<file path="src/rtl/boneless_mem_arb_pkg.sv">
`default_nettype none
// ---------------------------------------------------------------------------
// boneless_mem_arb_pkg : shared types and helpers for the memory arbiter
// Revision: 1.0
// ---------------------------------------------------------------------------
package boneless_mem_arb_pkg;

  typedef enum logic [0:0] {
    ARB_CPU_PRI = 1'b0,
    ARB_DMA_PRI = 1'b1
  } arb_state_t;

  // Bits needed to hold values 0 .. value-1.
  function automatic int clog2(input int value);
    int r;
    r = 0;
    for (int i = 0; i < 31; i++) begin
      if ((1 << i) < value) r = i + 1;
    end
    return r;
  endfunction

endpackage
`default_nettype wire

</file>
<file path="src/rtl/boneless_arb_port.sv">
`default_nettype none
// ---------------------------------------------------------------------------
// boneless_arb_port : CPU-priority arbiter for one memory port with DMA anti-starvation
// Revision: 1.0
// ---------------------------------------------------------------------------
module boneless_arb_port
  import boneless_mem_arb_pkg::*;
#(
  parameter int MAX_WAIT = 4
) (
  input  logic clk,
  input  logic rst,
  input  logic cpu_req,
  input  logic dma_req,
  output logic cpu_win,
  output logic dma_win
);

  localparam int CW = clog2(MAX_WAIT + 1);
  localparam logic [CW-1:0] WAIT_MAX = CW'(MAX_WAIT);

  arb_state_t    state;
  arb_state_t    state_nxt;
  logic [CW-1:0] wait_cnt;
  logic [CW-1:0] wait_cnt_nxt;
  logic          contend;

  assign contend = cpu_req & dma_req;

  always_ff @(posedge clk or negedge rst) begin
    if (!rst) begin
      state    <= ARB_CPU_PRI;
      wait_cnt <= '0;
    end else begin
      state    <= state_nxt;
      wait_cnt <= wait_cnt_nxt;
    end
  end

  always_comb begin
    cpu_win      = 1'b0;
    dma_win      = 1'b0;
    state_nxt    = state;
    wait_cnt_nxt = wait_cnt;

    if (contend) begin
      if (state == ARB_DMA_PRI) dma_win = 1'b1;
      else                      cpu_win = 1'b1;
    end else begin
      cpu_win = cpu_req;
      dma_win = dma_req;
    end

    // A served DMA request restarts the fairness window.
    if (dma_win) begin
      wait_cnt_nxt = '0;
      state_nxt    = ARB_CPU_PRI;
    end else if (contend) begin
      if (wait_cnt != WAIT_MAX) wait_cnt_nxt = wait_cnt + 1'b1;
      if (wait_cnt_nxt == WAIT_MAX) state_nxt = ARB_DMA_PRI;
    end
  end

endmodule
`default_nettype wire

</file>
<file path="src/rtl/boneless_mem_arbiter.sv">
`default_nettype none
// ---------------------------------------------------------------------------
// boneless_mem_arbiter : shares Boneless main memory between the CPU and a DMA port
// Revision: 1.0
// ---------------------------------------------------------------------------
module boneless_mem_arbiter
  import boneless_mem_arb_pkg::*;
#(
  parameter int AW       = 16,
  parameter int DW       = 16,
  parameter int MAX_WAIT = 4
) (
  input  logic          clk,
  input  logic          rst,
  input  logic [AW-1:0] cpu_r_adr,
  input  logic          cpu_r_re,
  output logic [DW-1:0] cpu_r_dat,
  input  logic [AW-1:0] cpu_w_adr,
  input  logic [DW-1:0] cpu_w_dat,
  input  logic          cpu_w_we,
  output logic          cpu_stall,
  input  logic [AW-1:0] dma_r_adr,
  input  logic          dma_r_req,
  output logic          dma_r_gnt,
  output logic          dma_r_vld,
  output logic [DW-1:0] dma_r_dat,
  input  logic [AW-1:0] dma_w_adr,
  input  logic [DW-1:0] dma_w_dat,
  input  logic          dma_w_req,
  output logic          dma_w_gnt,
  output logic [AW-1:0] mem_r_adr,
  output logic          mem_r_re,
  input  logic [DW-1:0] mem_r_dat,
  output logic [AW-1:0] mem_w_adr,
  output logic [DW-1:0] mem_w_dat,
  output logic          mem_w_we
);

  logic          rd_cpu_win;
  logic          rd_dma_win;
  logic          wr_cpu_win;
  logic          wr_dma_win;
  logic          cpu_rd;
  logic          cpu_wr;
  logic          cpu_rd_q;
  logic [DW-1:0] rd_hold;

  boneless_arb_port #(.MAX_WAIT(MAX_WAIT)) u_rd_port (
    .clk     (clk),
    .rst     (rst),
    .cpu_req (cpu_r_re),
    .dma_req (dma_r_req),
    .cpu_win (rd_cpu_win),
    .dma_win (rd_dma_win)
  );

  boneless_arb_port #(.MAX_WAIT(MAX_WAIT)) u_wr_port (
    .clk     (clk),
    .rst     (rst),
    .cpu_req (cpu_w_we),
    .dma_req (dma_w_req),
    .cpu_win (wr_cpu_win),
    .dma_win (wr_dma_win)
  );

  // CPU accesses are all-or-nothing: losing either port stalls both.
  assign dma_r_gnt = rd_dma_win & rst;
  assign dma_w_gnt = wr_dma_win & rst;
  assign cpu_stall = dma_r_gnt | dma_w_gnt;
  assign cpu_rd    = rd_cpu_win & rst & ~cpu_stall;
  assign cpu_wr    = wr_cpu_win & rst & ~cpu_stall;

  assign mem_r_re  = cpu_rd | dma_r_gnt;
  assign mem_r_adr = dma_r_gnt ? dma_r_adr : cpu_r_adr;
  assign mem_w_we  = cpu_wr | dma_w_gnt;
  assign mem_w_adr = dma_w_gnt ? dma_w_adr : cpu_w_adr;
  assign mem_w_dat = dma_w_gnt ? dma_w_dat : cpu_w_dat;

  always_ff @(posedge clk or negedge rst) begin
    if (!rst) begin
      cpu_rd_q  <= 1'b0;
      dma_r_vld <= 1'b0;
      rd_hold   <= '0;
    end else begin
      cpu_rd_q  <= cpu_rd;
      dma_r_vld <= dma_r_gnt;
      if (cpu_rd_q) rd_hold <= mem_r_dat;
    end
  end

  // The hold register keeps CPU data stable across later DMA reads.
  assign cpu_r_dat = cpu_rd_q ? mem_r_dat : rd_hold;
  assign dma_r_dat = mem_r_dat;

endmodule
`default_nettype wire

</file>
<file path="config.mk">
export PLATFORM = sky130hd
export DESIGN_NAME = boneless_mem_arbiter
export DESIGN_NICKNAME = d
export VERILOG_FILES = /design/src/rtl/boneless_mem_arb_pkg.sv /design/src/rtl/boneless_arb_port.sv /design/src/rtl/boneless_mem_arbiter.sv
export SDC_FILE = /design/constraint.sdc
export NUM_CORES = 1
export LEC_CHECK = 0
export ABC_AREA = 1
export BUFFER_PORTS_ARGS = -buffer_cell sky130_fd_sc_hd__buf_2
export CAP_MARGIN = 20
export CORE_UTILIZATION = 33
export CTS_BUF_LIST = sky130_fd_sc_hd__clkbuf_4
export CTS_CLUSTER_DIAMETER = 150
export DETAILED_ROUTE_END_ITERATION = 7
export PLACE_DENSITY_LB_ADDON = 0.15
export SLEW_MARGIN = 20
export SYNTH_ARGS = -nofsm -noshare
export SYNTH_HDL_FRONTEND = slang
export SYNTH_SLANG_ARGS = --single-unit
</file>
<file path="constraint.sdc">
create_clock -name clk -period 1.1 [get_ports clk]
set_clock_uncertainty 0.05 [all_clocks]
set_input_delay 0.11 -clock clk [delete_from_list [all_inputs] [get_ports clk]]
set_output_delay 0.11 -clock clk [all_outputs]
set_load 0.05 [all_outputs]
</file>
==> summary.txt, run 1 <==
Hold path
  – Class of the tightest hold or removal check: input port to register

Critical path
  – Data required time at the worst endpoint: between 0.9 and 1 ns
  – Crit start category: register
  – WP data arrival: between 1.5 and 2 ns
  – Type of element capturing the critical path: output pin
  – Kind of critical path: register to output pin
  – Peak fanout along the critical path: 7

Finish
  – Sequential Area: about 650 um2
  – Post-route insts no fill: 585
  – Layout net count: approximately 640
  – Area of the multi-input gates: around 2000 um2
  – Layout Cell Area excl Fill: a little over 5000 um2
  – Layout overhead on the synthesized area: 157.0%
  – Layout fillers: around 240
  – Fraction of layout instances using a drive strength above 1: 0.8184

Logic synthesis
  – Synthesized netlist cell count: ~280
  – Synthesized area per cell: 7.004 um2
  – Netlist area before placement: about 2000 um2
  – Number of synthesis warnings: 0
  – Sequential share of the synthesized area: 0.3306
  – Synth Net Count: between 400 and 500
  – Number of distinct library cells after synthesis: 22
  – Register bit count reported by yosys: 26

Drt
  – Remaining antenna violation count after routing: 0
  – Via-per-instance ratio: ~5
  – 1st-pass router iterations: 4
  – WL final: 11120 um
  – Number of vias in the routed layout: approximately 2900
  – Avg WL per Cell: ~19 um
  – First-iteration detailed-routing DRC count: slightly above 100
  – DR DRC count: 0

Timing
  – Setup total negative slack: -41.24 ns
  – Final setup margin: -0.7012 ns
  – Max Clk Rate: about 0.56 GHz
  – Least-Margin Pin Slew: roughly 0.67 ns
  – Final Max Tran Viols: 0
  – Final-report setup violation count: 78
  – Unrepaired setup endpoints after global routing: yes
  – Hold violation total from the final report: 15
  – Relative slew margins: 0.5529
  – Ratio of final minimum period to clock period: 1.637
  – Clock period minus final worst setup slack: ~1.8 ns
  – Min Hold Slack: -0.03714 ns

Power
  – Worst supply voltage drop on vdd: 1313 uV
  – Static power due to leakage: between 2 and 3 nW
  – Power density over cell area: 1229 nW/um2

GRT
  – Congestion Overflow GR: 0
  – Number of global-route vias before repair: roughly 2900
  – Wire length of the first global-routing pass: between 10000 and 15000 um
  – Global-route usage over all layers: 0.2927
  – Number of antenna violations at the first check in global routing: 1
  – Largest net degree at the start of global routing: 24

Clock network
  – Count of hold buffers inserted by post-cts repair: 3
  – Clock tree from TritonCTS: built
  – Clock-pin transition on the worst setup and hold timing paths: ~0.16 ns
  – Buffer depth of the longest clock path: 2
  – Cts bufs inserted: 3
  – Worst-Skew Late Latency: around 0.35 ns
  – H-tree levels: 1
  – Clock root buffer: clkbuf_4
  – # clock sinks: 26

Job
  – Maximum Capacitance Violations: 0

Placed design
  – Final GP Congestion: approximately 0.78
  – Placement-stage worst setup slack: -0.4014 ns
  – Total placed cells including tap cells: about 560
  – Detail Placement HPWL: between 5000 and 6000 um
  – Number of buffer cells added on primary ports: around 200
  – Total cell area at the placement stage: about 3700 um2

Floorplanning
  – Initial Util: 0.3489
  – Area of the core: approximately 5600 um2
  – Horizontal die dimension: just under 80 um
  – DIE AREA: between 6000 and 7000 um2
  – Placement row count: 27
  – Die height: between 70 and 80 um
  – Top-level I/O count: 204

Run status
  – Violated checks: hold timing, setup timing
  – Outcome: finished with violations
## metrics by stage
step           power [mW]    util
3_5_place_dp        4.245  0.6496
4_1_cts             5.881  0.8543
3_3_place_gp        4.191  0.6496
2_1_floorplan       3.494       -
5_1_grt             6.421  0.8967
6_report            6.218  0.8967
## synthesized netlist by cell type
| cell | number | area share |
|---|---|---|
| nand2_4 | 1 | 0.0057 |
| nor2_1 | 1 | 0.0019 |
| buf_8 | 1 | 0.0076 |
| buf_6 | 4 | 0.023 |
| inv_6 | 1 | 0.0045 |
| o21ai_0 | 6 | 0.015 |
| nor2_2 | 1 | 0.0032 |
| buf_4 | 19 | 0.072 |
| nand2_2 | 9 | 0.029 |
| inv_2 | 1 | 0.0019 |
| dfrtp_1 | 26 | 0.33 |
| nand3_2 | 1 | 0.0051 |
| ha_1 | 4 | 0.025 |
| nand3_4 | 1 | 0.0089 |
| buf_2 | 2 | 0.0051 |
| o22ai_1 | 4 | 0.013 |
| nand3_1 | 8 | 0.020 |
| mux2_2 | 16 | 0.092 |
| or2_2 | 1 | 0.0032 |
| inv_4 | 1 | 0.0032 |
| nand2_1 | 159 | 0.30 |
| inv_1 | 14 | 0.027 |
## final cells by class
cell class | count | area share
timing repair buffer | 247 | 0.4252
multi-input combinational | 215 | 0.3913
sequential | 26 | 0.1286
inverter | 17 | 0.01781
tap | 72 | 0.01781
timing repair inverter | 3 | 0.008410
clock inverter | 1 | 0.005936
clock buffer | 3 | 0.004452
antenna | 1 | 0.0004947
## layer usage
| metal | up-vias | GRT usage | wire length, um |
|---|---|---|---|
| met5 | - | 0 | 0 |
| met4 | 0 | 0.1345 | 563 |
| met3 | 46 | 0.07701 | 762 |
| met2 | 162 | 0.5457 | 6172 |
| met1 | 1381 | 0.3020 | 3625 |
| li1 | 1318 | - | - |
## critical path: stages (launching register included)
cell,delay (ns)
dfrtp_1,0.42
inv_2,0.06
nand3_2,0.08
nand3_4,0.14
inv_8,0.07
clkbuf_16,0.19
o21ai_4,0.17
buf_12,0.16
## cells by family (layout without fill, tap and decap cells)
family,after synthesis,count (layout),synth area share
and+or+nand+nor,182,185,0.3802
AOI/OAI and AO/OA,10,10,0.02797
DFF,26,26,0.3306
other,0,1,0
buffers and inverters,43,271,0.1443
adders and majority gates,4,4,0.02543
muxes,16,16,0.09154
## flip-flops by register name, summed over array words and instances, names as in the netlist
name,cells
rd_hold,16
u_rd_port.wait_cnt,3
u_wr_port.wait_cnt,3
cpu_rd_q,1
dma_r_vld,1
u_rd_port.state,1
u_wr_port.state,1
## what timing repair did
item,in CTS,in global routing
cloned,6,1
pin swaps,16,14
buffers inserted,10,8
gates resized for setup,267,45
endpoints found under the hold margin,41,15
endpoints found under the setup margin,81,86
## path summary, 6_finish.rpt
| path | start | to | slack [ns] | cells past startpoint |
|---|---|---|---|---|
| max reg2reg | u_rd_port.wait_cnt[0]$_DFFE_PN0P_ | u_rd_port.state$_DFFE_PN0P_ | -0.15 | 6 |
| max | u_wr_port.state$_DFFE_PN0P_ | mem_r_re | -0.70 | 7 |
| min reg2reg | rd_hold[13]$_DFF_PN0_ | rd_hold[13]$_DFF_PN0_ | 0.47 | 1 |
| min in group asynchronous | rst | rd_hold[6]$_DFF_PN0_ | 0.29 | 4 |
| max in group asynchronous | rst | u_wr_port.wait_cnt[1]$_DFFE_PN0P_ | 0.16 | 3 |
| min | mem_r_dat[7] | rd_hold[7]$_DFF_PN0_ | -0.04 | 2 |
## power breakdown
group | switching [mW] | internal (mW)
clock | 0.315 | 0.369
sequential | 0.118 | 1.14
combinational | 2.52 | 1.76
total | 2.95 | 3.27
## layout by cell type (no fill, tap or decap), types with 3 or more instances in the layout
| cell type | n |
|---|---|
| o22ai_2 | 3 |
| nand2_2 | 36 |
| inv_2 | 8 |
| mux2_4 | 16 |
| inv_1 | 6 |
| nand2_1 | 51 |
| nand3_1 | 5 |
| buf_8 | 52 |
| nand3_2 | 4 |
| buf_4 | 22 |
| buf_6 | 27 |
| buf_12 | 9 |
| clkbuf_4 | 3 |
| inv_8 | 3 |
| dlygate4sd3_1 | 3 |
| nand2_8 | 7 |
| buf_2 | 133 |
| nand2_4 | 78 |
| dfrtp_1 | 26 |
(Power assumes the default switching activity.)
==> inputs of run 2 (changes only) <==
--- a/config.mk
+++ b/config.mk
@@ -5,10 +5,9 @@
 export SDC_FILE = /design/constraint.sdc
 export NUM_CORES = 1
 export LEC_CHECK = 0
-export ABC_AREA = 1
 export BUFFER_PORTS_ARGS = -buffer_cell sky130_fd_sc_hd__buf_2
 export CAP_MARGIN = 20
-export CORE_UTILIZATION = 33
+export CORE_UTILIZATION = 34
 export CTS_BUF_LIST = sky130_fd_sc_hd__clkbuf_4
 export CTS_CLUSTER_DIAMETER = 150
 export DETAILED_ROUTE_END_ITERATION = 7
==> run 2 against run 1 <==
Net effect: the flow still finishes with violations (hold timing, setup timing); via count is 23% lower; worst hold slack better by 0.019 ns; die area is 2.1% higher; non-clock buffer count is 6 higher; flip-flop and latch count stayed put; critical path depth is 2 lower; clock power is 3.5% lower; critical endpoint is now mem_w_adr[6].
==> summary.txt, run 2 <==
Placed design
  – Total placed cells including tap cells: 460 (-17%)
  – Number of buffer cells added on primary ports: 203 (unchanged)
  – Detail Placement HPWL: 5375 um (-5.6%)
  – Placement-stage worst setup slack: -0.4080 ns (-0.006602 ns)
  – Final GP Congestion: 0.8118 (+4.6%)

Timing
  – Clock period minus final worst setup slack: 1.814 ns (+0.01284 ns)
  – Ratio of final minimum period to clock period: 1.649 (+0.01168)
  – Max Clk Rate: 0.5512 GHz (-0.71%)
  – Unrepaired setup endpoints after global routing: yes
  – Final setup margin: -0.7141 ns (-0.01284 ns)
  – Relative slew margins: 0.8138 (+0.2609)
  – Min Hold Slack: -0.01773 ns (+0.01941 ns)
  – Least-Margin Pin Slew: 0.2793 ns (-0.3892 ns)
  – Final Max Tran Viols: 0 (unchanged)
  – Hold violation total from the final report: 9 (-6)
  – Final-report setup violation count: 88 (+13%)

Logic synthesis
  – Library cell with the largest summed area after synthesis: dfrtp_1
  – Synth area leaders: dfrtp_1, mux2_4, mux2_2
  – Adder and majority cell fraction of the synthesized area: 0.02415 (-0.001275)
  – Number of synthesis warnings: 0 (unchanged)
  – Share of synthesized flip-flops with an asynchronous set or reset: 1.000 (unchanged)
  – Most used DFF post-synth: dfrtp_1
  – Top-area cell type share of the netlist area: 0.3140 (-0.01657)
  – Share of cell area taken by muxes after synthesis: 0.4233 (+0.3318)
  – Post-synth top cells: mux2_4, mux2_2, dfrtp_1, buf_4, inv_1
  – Number of enable flip-flop cells after synthesis: 0 (unchanged)
  – Xor/xnor cell area share of the yosys netlist: 0 (unchanged)
  – Synthesized area per cell: 12.33 um2 (+76%)
  – Post-synthesis share of cell area spent on and, or, nand and nor gates: 0.06401 (-0.3162)
  – Synthesized netlist cell count: 168 (-40%)
  – Dominant combinational cell family by area after synthesis: multiplexers
  – Sequential share of the synthesized area: 0.3140 (-0.01657)
  – Register bit count reported by yosys: 26 (unchanged)
  – Netlist area before placement: 2072 um2 (+5.3%)
  – Synth Net Count: 290 (-28%)
  – Area fraction in compound gates after synthesis: 0.06522 (+0.03725)
  – Number of distinct library cells after synthesis: 29 (+32%)
  – Count leader, synth: mux2_4

Finish
  – Layout net count: 528 (-17%)
  – Top flop regs: rd_hold: 16 flops, u_rd_port.wait_cnt: 3 flops, u_wr_port.wait_cnt: 3 flops
  – Antenna fix cells: 0 (-1)
  – Register containing the most flip-flops in the final layout: rd_hold
  – Number of flip-flops in the largest register: 16 (unchanged)
  – Most frequent cells in the layout: buf_2, buf_6, mux2_4
  – Layout overhead on the synthesized area: 110.9%
  – Utilization after layout: 0.7423 (-0.1543)
  – Post-route insts no fill: 480 (-18%)
  – Fraction of layout instances using a drive strength above 1: 0.8716 (+0.05325)
  – Most common library cell in the layout ignoring fill and taps: buf_2

Critical path
  – Crit start category: register
  – Reg-to-reg slack, setup: -0.30 ns (-0.15 ns)
  – Peak fanout along the critical path: 10 (+3)
  – Type of element capturing the critical path: output pin
  – Data required time at the worst endpoint: 0.94 ns (about the same)
  – Worst reg2reg path startpoint: u_rd_port.state$_DFFE_PN0P_
  – Slowest Stage Delay on Critical Path: 0.40 ns (-0.02 ns)
  – WP data arrival: 1.65 ns (about the same)
  – Cells along the critical path: nand2b_4 > nand3_4 > buf_12 > mux2_4 > buf_6
  – Worst r2r dst: u_rd_port.wait_cnt[0]$_DFFE_PN0P_
  – Length in cells of the worst reg-to-reg path: 5 (-1)
  – Kind of critical path: register to output pin
  – Slowest stage cell, crit path: dfrtp_1

Drt
  – DR DRC count: 0 (unchanged)
  – First-iteration detailed-routing DRC count: 95 (-6.9%)
  – Number of vias in the routed layout: 2243 (-23%)
  – Via-per-instance ratio: 4.673 (-6.0%)
  – 1st-pass router iterations: 4 (unchanged)
  – Remaining antenna violation count after routing: 0 (unchanged)
  – Avg WL per Cell: 16.32 um (-14%)
  – WL final: 7834 um (-30%)

Floorplanning
  – Area of the core: 5886 um2 (+4.3%)
  – Die height: 80.07 um (+1.1%)
  – Placement row count: 28 (+3.7%)
  – Initial Util: 0.3520 (+0.003183)
  – Horizontal die dimension: 80.07 um (+1.1%)
  – DIE AREA: 6410 um2 (+2.1%)
  – Top-level I/O count: 204 (unchanged)

Clock network
  – # clock sinks: 26 (unchanged)
  – Cts bufs inserted: 3 (unchanged)
  – H-tree levels: 1 (unchanged)
  – Clock-pin transition on the worst setup and hold timing paths: 0.14 ns (-0.02 ns)
  – Buffer depth of the longest clock path: 2 (unchanged)
  – Worst-Skew Late Latency: 0.33 ns (-0.02 ns)
  – Clock root buffer: clkbuf_4
  – Clock tree from TritonCTS: built
  – Count of hold buffers inserted by post-cts repair: 2 (-1)

GRT
  – Largest net degree at the start of global routing: 23 (-4.2%)
  – Number of global-route vias before repair: 2223 (-23%)
  – Wire length of the first global-routing pass: 11020 um (-21%)
  – Congestion Overflow GR: 0 (unchanged)
  – Number of antenna violations at the first check in global routing: 0 (-1)
  – Global-route usage over all layers: 0.2250 (-0.06764)

Power
  – Worst supply voltage drop on vdd: 852.3 uV (-35%)
  – Static power due to leakage: 2.350 nW (-13%)
  – Power density over cell area: 1139 nW/um2 (-7.3%)

Run status
  – Outcome: finished with violations
  – Violated checks: hold timing, setup timing

Hold path
  – Hold EP: rd_hold[10]$_DFF_PN0_
  – Critical hold path startpoint: mem_r_dat[10]
  – Depth of the worst hold-timing path: 2 (unchanged)
  – Class of the tightest hold or removal check: input port to register

Job
  – Maximum Capacitance Violations: 0 (unchanged)
[run 2: cell count changes in the layout (fill, tap and decap cells not counted), sizes merged, moves of 4 or more]
| cell | before | now |
|---|---|---|
| inv | 20 | 11 |
| buf | 243 | 249 |
| mux2 | 16 | 65 |
| nand3 | 10 | 6 |
| o22ai | 4 | 0 |
| a21oi | 0 | 4 |
| nand2 | 172 | 5 |
[run 2: through the flow]
| stage | setup TNS [ns] | hold slack [ns] | instance area [um2] | total power, mW |
|---|---|---|---|---|
| global placement | -21.91 | 0.07028 | 3453 | 3.637 |
| finish | -44.24 | -0.01773 | 4369 | 4.977 |
| CTS | -45.91 | -0.04001 | 4219 | 4.913 |
| floorplan | -15.31 | -0.2356 | 2225 | 2.986 |
| detailed placement | -22.65 | 0.06783 | 3453 | 3.660 |
| global route | -49.46 | -0.04676 | 4369 | 5.209 |
[run 2: worst max-delay path, delay by kind of cell, from the launching register on]
family | cells | cell delay, ns
muxes | 1 | 0.31
and+or+nand+nor | 2 | 0.28
buffers and inverters | 2 | 0.32
DFF | 1 | 0.40
[run 2: kinds of logic after synthesis]
logic type,count (synthesis)
compound gates,19
fa+ha+maj,4
mux,66
buf+inv,35
flops,26
simple gates,18
[run 2: worst max-delay path by stage]
stage / slack, ns / startpoint / cells after the start / to
2_1_floorplan: -0.27 / u_wr_port.state$_DFFE_PN0P_ / 4 / mem_w_adr[10]
3_3_place_gp: -0.39 / u_wr_port.state$_DFFE_PN0P_ / 5 / mem_w_dat[9]
3_5_place_dp: -0.41 / u_rd_port.state$_DFFE_PN0P_ / 4 / mem_r_adr[1]
4_1_cts: -0.75 / u_wr_port.state$_DFFE_PN0P_ / 5 / mem_w_dat[5]
5_1_grt: -0.79 / u_wr_port.state$_DFFE_PN0P_ / 5 / mem_w_adr[9]
6_report: -0.71 / u_wr_port.state$_DFFE_PN0P_ / 5 / mem_w_adr[6]
[run 2: layer usage]
metal,vias to the layer above,part of all wire,GRT usage
met4,0,0.0061,0.03750
met2,103,0.57,0.4350
li1,1070,-,-
met3,7,0.058,0.04545
met5,-,0,0
met1,1063,0.37,0.2544
[run 2: where the power goes]
part           switching [mW]  internal (mW)
Sequential             0.0707           1.10
Combinational            1.71           1.44
Clock                   0.291          0.369
Total                    2.07           2.91
[run 2: area by class of cell]
cell class,count,area (um2)
clock buffer,3,22.52
clock inverter,1,30.03
fill,384,1516
inverter,11,43.79
multi-input combinational,111,1495
sequential,26,651.9
tap,75,93.84
timing repair buffer,253,2032
[run 2: repair_timing]
action                                  4_1_cts  5_1_grt
buffers inserted                              6        9
resized for setup                           181       30
pin swaps                                     8        2
gates cloned                                  4        2
endpoints found under the setup margin       85       95
endpoints found under the hold margin        36        9
